File: src/rtl/dcache_pkg.sv
// dcache_pkg: shared states and constants for the direct-mapped write-through data cache
package dcache_pkg;
    localparam int ADDR_BITS = 16;
    localparam int INDEX_W = 6;
    localparam int TAG_BITS = ADDR_BITS - INDEX_W;
    localparam int NUM_LINES = 1 << INDEX_W;
    localparam logic [15:0] COUNT_MAX = 16'hFFFF;
    typedef enum logic [1:0] {IDLE, RD_MEM, RD_FILL, WR_MEM} state_t;
endpackage

File: src/rtl/dcache_line_store.sv
// dcache_line_store: tag/data/valid arrays with a combinational read port and a synchronous write port
module dcache_line_store
    import dcache_pkg::*;
#(
    parameter int INDEX_BITS = 6,
    parameter int TAG_W = TAG_BITS,
    parameter int WORD_SIZE = 32
) (
    input  logic                  clk,
    input  logic                  clear_all,
    input  logic [INDEX_BITS-1:0] rd_index,
    output logic [TAG_W-1:0]      rd_tag,
    output logic [WORD_SIZE-1:0]  rd_data,
    output logic                  rd_valid,
    input  logic                  wr_en,
    input  logic                  set_valid,
    input  logic [INDEX_BITS-1:0] wr_index,
    input  logic [TAG_W-1:0]      wr_tag,
    input  logic [WORD_SIZE-1:0]  wr_data
);
    localparam int LINES = 1 << INDEX_BITS;
    logic [TAG_W-1:0]     tags [LINES];
    logic [WORD_SIZE-1:0] data [LINES];
    logic [LINES-1:0]     valid;
    assign rd_tag   = tags[rd_index];
    assign rd_data  = data[rd_index];
    assign rd_valid = valid[rd_index];
    always_ff @(posedge clk) begin
        if (wr_en) begin
            tags[wr_index] <= wr_tag;
            data[wr_index] <= wr_data;
        end
    end
    // clear_all wins over a same-cycle fill so a reset always leaves every line invalid
    always_ff @(posedge clk) begin
        if (clear_all)
            valid <= '0;
        else if (wr_en && set_valid)
            valid[wr_index] <= 1'b1;
    end
endmodule

File: src/rtl/dcache_direct.sv
// dcache_direct: direct-mapped, write-through, read-allocate cache in front of a one-cycle-latency memory
module dcache_direct
    import dcache_pkg::*;
#(
    parameter int ADDR_WIDTH = 16,
    parameter int WORD_SIZE = 32,
    parameter int INDEX_BITS = 6
) (
    input  logic                  clk,
    input  logic                  reset,
    input  logic                  cpu_req,
    input  logic                  cpu_rwn,
    input  logic [ADDR_WIDTH-1:0] cpu_address,
    input  logic [WORD_SIZE-1:0]  cpu_data_in,
    output logic [WORD_SIZE-1:0]  cpu_data_out,
    output logic                  cpu_ready,
    output logic                  cpu_busy,
    output logic                  mem_start,
    output logic                  mem_rwn,
    output logic [ADDR_WIDTH-1:0] mem_address,
    output logic [WORD_SIZE-1:0]  mem_data_in,
    input  logic [WORD_SIZE-1:0]  mem_data_out,
    output logic [15:0]           hit_count,
    output logic [15:0]           miss_count
);
    localparam int TW = ADDR_WIDTH - INDEX_BITS;
    state_t state, state_n;
    logic [ADDR_WIDTH-1:0] req_addr, look_addr;
    logic [WORD_SIZE-1:0]  req_data, line_data;
    logic [TW-1:0]         line_tag;
    logic line_valid, hit, rd_hit, rd_miss, wr_line;
    // in WR_MEM the lookup uses the latched address to decide update-on-hit
    assign look_addr = (state == IDLE) ? cpu_address : req_addr;
    assign hit       = line_valid && (line_tag == look_addr[ADDR_WIDTH-1:INDEX_BITS]);
    assign rd_hit    = (state == IDLE) && cpu_req && cpu_rwn && hit;
    assign rd_miss   = (state == IDLE) && cpu_req && cpu_rwn && !hit;
    assign wr_line   = (state == RD_FILL) || ((state == WR_MEM) && hit);
    dcache_line_store #(.INDEX_BITS(INDEX_BITS), .TAG_W(TW), .WORD_SIZE(WORD_SIZE)) store (
        .clk(clk),
        .clear_all(reset),
        .rd_index(look_addr[INDEX_BITS-1:0]),
        .rd_tag(line_tag),
        .rd_data(line_data),
        .rd_valid(line_valid),
        .wr_en(wr_line),
        .set_valid(state == RD_FILL),
        .wr_index(req_addr[INDEX_BITS-1:0]),
        .wr_tag(req_addr[ADDR_WIDTH-1:INDEX_BITS]),
        .wr_data((state == RD_FILL) ? mem_data_out : req_data)
    );
    always_comb begin
        state_n = IDLE;
        if (state == IDLE)
            state_n = cpu_req ? (cpu_rwn ? (hit ? IDLE : RD_MEM) : WR_MEM) : IDLE;
        else if (state == RD_MEM)
            state_n = RD_FILL;
    end
    assign cpu_busy    = state != IDLE;
    assign mem_start   = (state == RD_MEM) || (state == WR_MEM);
    assign mem_rwn     = state != WR_MEM;
    assign mem_address = req_addr;
    assign mem_data_in = req_data;
    always_ff @(posedge clk) begin
        if (reset) begin
            state        <= IDLE;
            cpu_ready    <= 1'b0;
            cpu_data_out <= '0;
            hit_count    <= '0;
            miss_count   <= '0;
        end else begin
            state     <= state_n;
            cpu_ready <= rd_hit || (state == RD_FILL) || (state == WR_MEM);
            if (rd_hit)
                cpu_data_out <= line_data;
            else if (state == RD_FILL)
                cpu_data_out <= mem_data_out;
            if (rd_hit && hit_count != COUNT_MAX)
                hit_count <= hit_count + 16'd1;
            if (rd_miss && miss_count != COUNT_MAX)
                miss_count <= miss_count + 16'd1;
        end
    end
    always_ff @(posedge clk) begin
        if (state == IDLE && cpu_req) begin
            req_addr <= cpu_address;
            req_data <= cpu_data_in;
        end
    end
endmodule

File: config.mk
export PLATFORM = sky130hd
export DESIGN_NAME = dcache_direct
export DESIGN_NICKNAME = d
export VERILOG_FILES = /design/src/rtl/dcache_pkg.sv /design/src/rtl/dcache_line_store.sv /design/src/rtl/dcache_direct.sv
export SDC_FILE = /design/constraint.sdc
export NUM_CORES = 2
export LEC_CHECK = 0
export ABC_AREA = 1
export BUFFER_PORTS_ARGS = -buffer_cell sky130_fd_sc_hd__buf_2
export CAP_MARGIN = 20
export CORE_MARGIN = 8
export CORE_UTILIZATION = 30
export CTS_CLUSTER_SIZE = 20
export DETAILED_ROUTE_END_ITERATION = 8
export PLACE_DENSITY = 0.53
export SETUP_SLACK_MARGIN = 0.5
export SLEW_MARGIN = 40
export SYNTH_ARGS = -nofsm -noshare
export SYNTH_HDL_FRONTEND = slang
export SYNTH_SLANG_ARGS = --single-unit
export TNS_END_PERCENT = 30
File: constraint.sdc
create_clock -name clk -period 11.9 [get_ports clk]
set_input_delay 2.38 -clock clk [delete_from_list [all_inputs] [get_ports clk]]
set_output_delay 2.38 -clock clk [all_outputs]
set_load 0.01 [all_outputs]
==> impl_summary.md <==
Setup path
The element type at the critical path start is an input port. The required time at the worst-slack endpoint is between 10 and 15 ns. The signal on the critical path passes through buf_2 > or2_1 > o21ai_4 > buf_12 > inv_8 > buf_12 > nand3_1 > nand3_1 > nand3_1 > nand3_1 > nand3_1 > nand2_1 > inv_1 > nand2_1 > nor2_1 > nand3_2 > buf_4 > nand2_2 > nand2_8 > buf_16 > buf_4 > nor3_4 > buf_4.

The cell seen most often among critical-path stages is nand3_1. In this run the worst path has a maximum fanout of ~110. The longest individual stage delay on the worst path is between 0.6 and 0.7 ns. The critical path is of the in2reg type. The worst setup path is captured at a register.

The worst path arrival time is 8.51 ns. The slowest stage cell on the critical path is buf_4.

Clock network
The number of buffers inserted by post-CTS setup repair is 0. The worst-case clock buffer depth is 4. The number of instances resized during post-cts repair is 0. The total CTS buffers is 317.

The CTS H-tree depth is 5. The clock tree from TritonCTS is done. Counting every sink on the clock net gives around 2900. The cell at the root of the clock tree is clkbuf_16. After clock tree synthesis, the clock-pin slew on the worst setup and hold paths is roughly 0.06 ns. The clock latency at the later pin of the worst-skew pair is 0.95 ns. After clock tree synthesis, the flow added hold-fix buffers numbering 0.

Placed design
The placed standard-cell area is around 130000 sq um. The placed wire-length estimate is approximately 220000 microns. The routability-driven placement congestion ratio is between 0.8 and 0.9.

The number of placed instances, taps included, is 14844. The count of buffers added on input and output ports is approximately 200.

Routing
The detailed-routing iteration count for the pre-antenna-repair pass is 5. The total via count after detailed routing is 81642. The ratio of routed vias to standard cells is between 5 and 6. The detail route stage leaves a number of antenna-violating nets equal to 0.

The number of DRC violations after detailed routing is 0. The DRC marker count from the first detailed-route iteration is about 11000. The total detailed-routing wirelength is 396000 microns. The average routed wire per standard cell is ~26 microns.

Timing
The count of endpoints failing hold in the final timing report is 0. At the pin with the least slew margin, the transition time is 0.975 ns. The final setup TNS is 0 ns. The worst slew slack as a fraction of its limit is 0.350.

Setup repair after global routing left no endpoint under its margin. Of the available clock period, the critical path in the final layout requires 0.673. For this run, the top clock speed supported by timing is approximately 120 MHz. The final critical delay including setup and external delays is about 8.0 ns. Between clock sinks in the finished design, the worst skew comes to 0.0681 ns.

The count of endpoints failing setup in the final report is 0. The final number of max-transition violations is 0.

Cells and area
The post-synthesis to final-layout area growth is 15.6%. The net count of the finished layout is ~10000. The final non-filler cell area is 136000 sq um.

The share of layout cells above drive strength 1 is 0.107. At the end of the flow the core is filled with cells to 0.349. The post-layout instance count excluding filler cells is between 15000 and 20000.

GRT
Across every metal layer, demand over resource in global routing totals 0.184. The number of global-route vias before repair is between 70000 and 80000. The initial antenna violation count came to 22. The wire length of the first global-routing pass is between 500000 and 600000 microns. The final global-route overflow total is 0.

The largest net degree at the start of global routing is ~180.

Power and ir drop
VDD sags by at most about 0.00011 V. The analysis attributes to cell leakage a power of 46.4 nW. Power spread over the standard cell area amounts to between 150 and 200 nW/um^2.

Yosys
The flop and latch count out of synthesis is roughly 2900. Synthesis produced a netlist whose cell count is slightly below 10000. The warning count from the yosys run is 0. The number of nets handed over by synthesis was just under 10000. Of the synthesized area, sequential elements account for 0.723. A synthesized cell averages between 10 and 15 sq um. The synthesized area is between 100000 and 150000 sq um. The number of different library cells used by synthesis comes to 43.

Floorplanning
The core footprint is 389000 sq um. The die area is between 400000 and 500000 sq um. The die extent in y is between 600 and 700 microns. The number of cell rows is approximately 230.

200 I/O pins were placed. The horizontal die dimension is 641 microns. The initial core utilization is 0.302.

Hold path
The tightest min-delay check is of the reg2reg type.

Job
The max-cap violation count is 0.

Run status
The flow ran to the end, and the final reports show no timing, DRC or antenna violations.
cell usage in the layout (no fill, tap or decap), types with 11 or more instances in the layout:
cell type	instances
edfxtp_1	2736
nor2_1	1340
o21ai_0	1311
nand2_1	1008
nand3_1	898
inv_1	622
o22ai_1	546
clkbuf_16	318
buf_4	208
buf_2	199
dfxtp_1	130
clkinv_1	92
o221ai_1	91
a21oi_1	79
o211ai_1	71
clkbuf_1	69
nor3_4	62
clkinv_2	50
buf_6	48
or2_2	33
nor3_1	32
buf_12	31
bufinv_16	28
nand2_2	23
o21ai_1	23
xor2_1	15
nand4_1	14
inv_6	12
o21a_1	11
final cells by class:
class	instances	area (sq um)
fill	38016	253000
antenna	5	12.5
sequential	2867	84800
tap	5197	6500
inverter	661	2500
timing repair buffer	495	3970
clock buffer	396	8340
clock inverter	179	1900
multi-input combinational	5632	27700
report_power, final:
part	total, mW	switching [mW]	internal [mW]
Sequential	11.2	0.0209	11.2
Combinational	3.00	2.30	0.700
Clock	9.76	4.14	5.62
critical path, delay by kind of cell:
kind	cells	cell delay, ns
compound gates	1	0.08
buf+inv	9	3.21
simple gates	13	2.48
path summary, 6_finish.rpt:
path,start,end,slack [ns],depth (start not counted)
setup / recovery,cpu_address[2],store.data[45][30],3.90,23
hold reg to reg,store.valid[42],store.valid[42],0.46,2
hold / removal,store.valid[42],store.valid[42],0.46,2
setup reg to reg,state[1],store.data[45][30],4.24,25
synth_stat cells, drive strengths merged:
| library cell | n | area share |
|---|---|---|
| or2 | 41 | 0.0022 |
| xor2 | 15 | 0.0011 |
| or3 | 1 | 0.000053 |
| nand2 | 1038 | 0.034 |
| xnor2 | 7 | 0.00052 |
| a21oi | 79 | 0.0034 |
| ha | 2 | 0.00021 |
| clkbuf | 441 | 0.014 |
| o221ai | 91 | 0.0068 |
| o211ai | 71 | 0.0045 |
| o21a | 11 | 0.00070 |
| nand3 | 900 | 0.039 |
| buf | 238 | 0.012 |
| edfxtp | 2736 | 0.70 |
| nand3b | 9 | 0.00058 |
| o21ai | 1340 | 0.057 |
| dfxtp | 131 | 0.022 |
| nand4 | 15 | 0.00085 |
| clkinv | 27 | 0.00086 |
| a31oi | 9 | 0.00048 |
| o22ai | 546 | 0.029 |
| nor2 | 1344 | 0.043 |
| or3b | 1 | 0.000075 |
| nor3 | 103 | 0.0070 |
| o21bai | 2 | 0.00013 |
| nor4 | 7 | 0.00037 |
| inv | 634 | 0.020 |
metal layers:
metal | track usage | vias up | part of all wire
met5 | 0 | - | 0.000023
li1 | - | 35691 | -
met4 | 0.0683 | 2 | 0.042
met1 | 0.255 | 41193 | 0.41
met3 | 0.0303 | 719 | 0.090
met2 | 0.292 | 4037 | 0.45
sequential cells by signal (all words and copies together), names as in the netlist:
name,cells
miss_count,16
mem_data_in,32
cpu_data_out,32
store.valid,64
store.tags,640
store.data,2048
state,2
cpu_ready,1
hit_count,16
mem_address,16
cells by family after synthesis:
| kind of cell | share of synthesized area |
|---|---|
| simple gates | 0.126 |
| flops | 0.723 |
| compound gates | 0.102 |
| buf+inv | 0.0468 |
| xor+xnor | 0.00164 |
| fa+ha+maj | 0.000213 |
per-stage QoR:
| step | setup WS (ns) | hold slack (ns) | power (mW) |
|---|---|---|---|
| global placement | 2.80 | 0.442 | 14.4 |
| CTS | 4.12 | 0.457 | 24.1 |
| floorplan | 4.27 | 0.436 | 13.2 |
| finish | 3.90 | 0.455 | 24.0 |
| global route | 3.79 | 0.473 | 24.7 |
| detailed placement | 3.18 | 0.449 | 14.4 |
(Power assumes the default switching activity.)
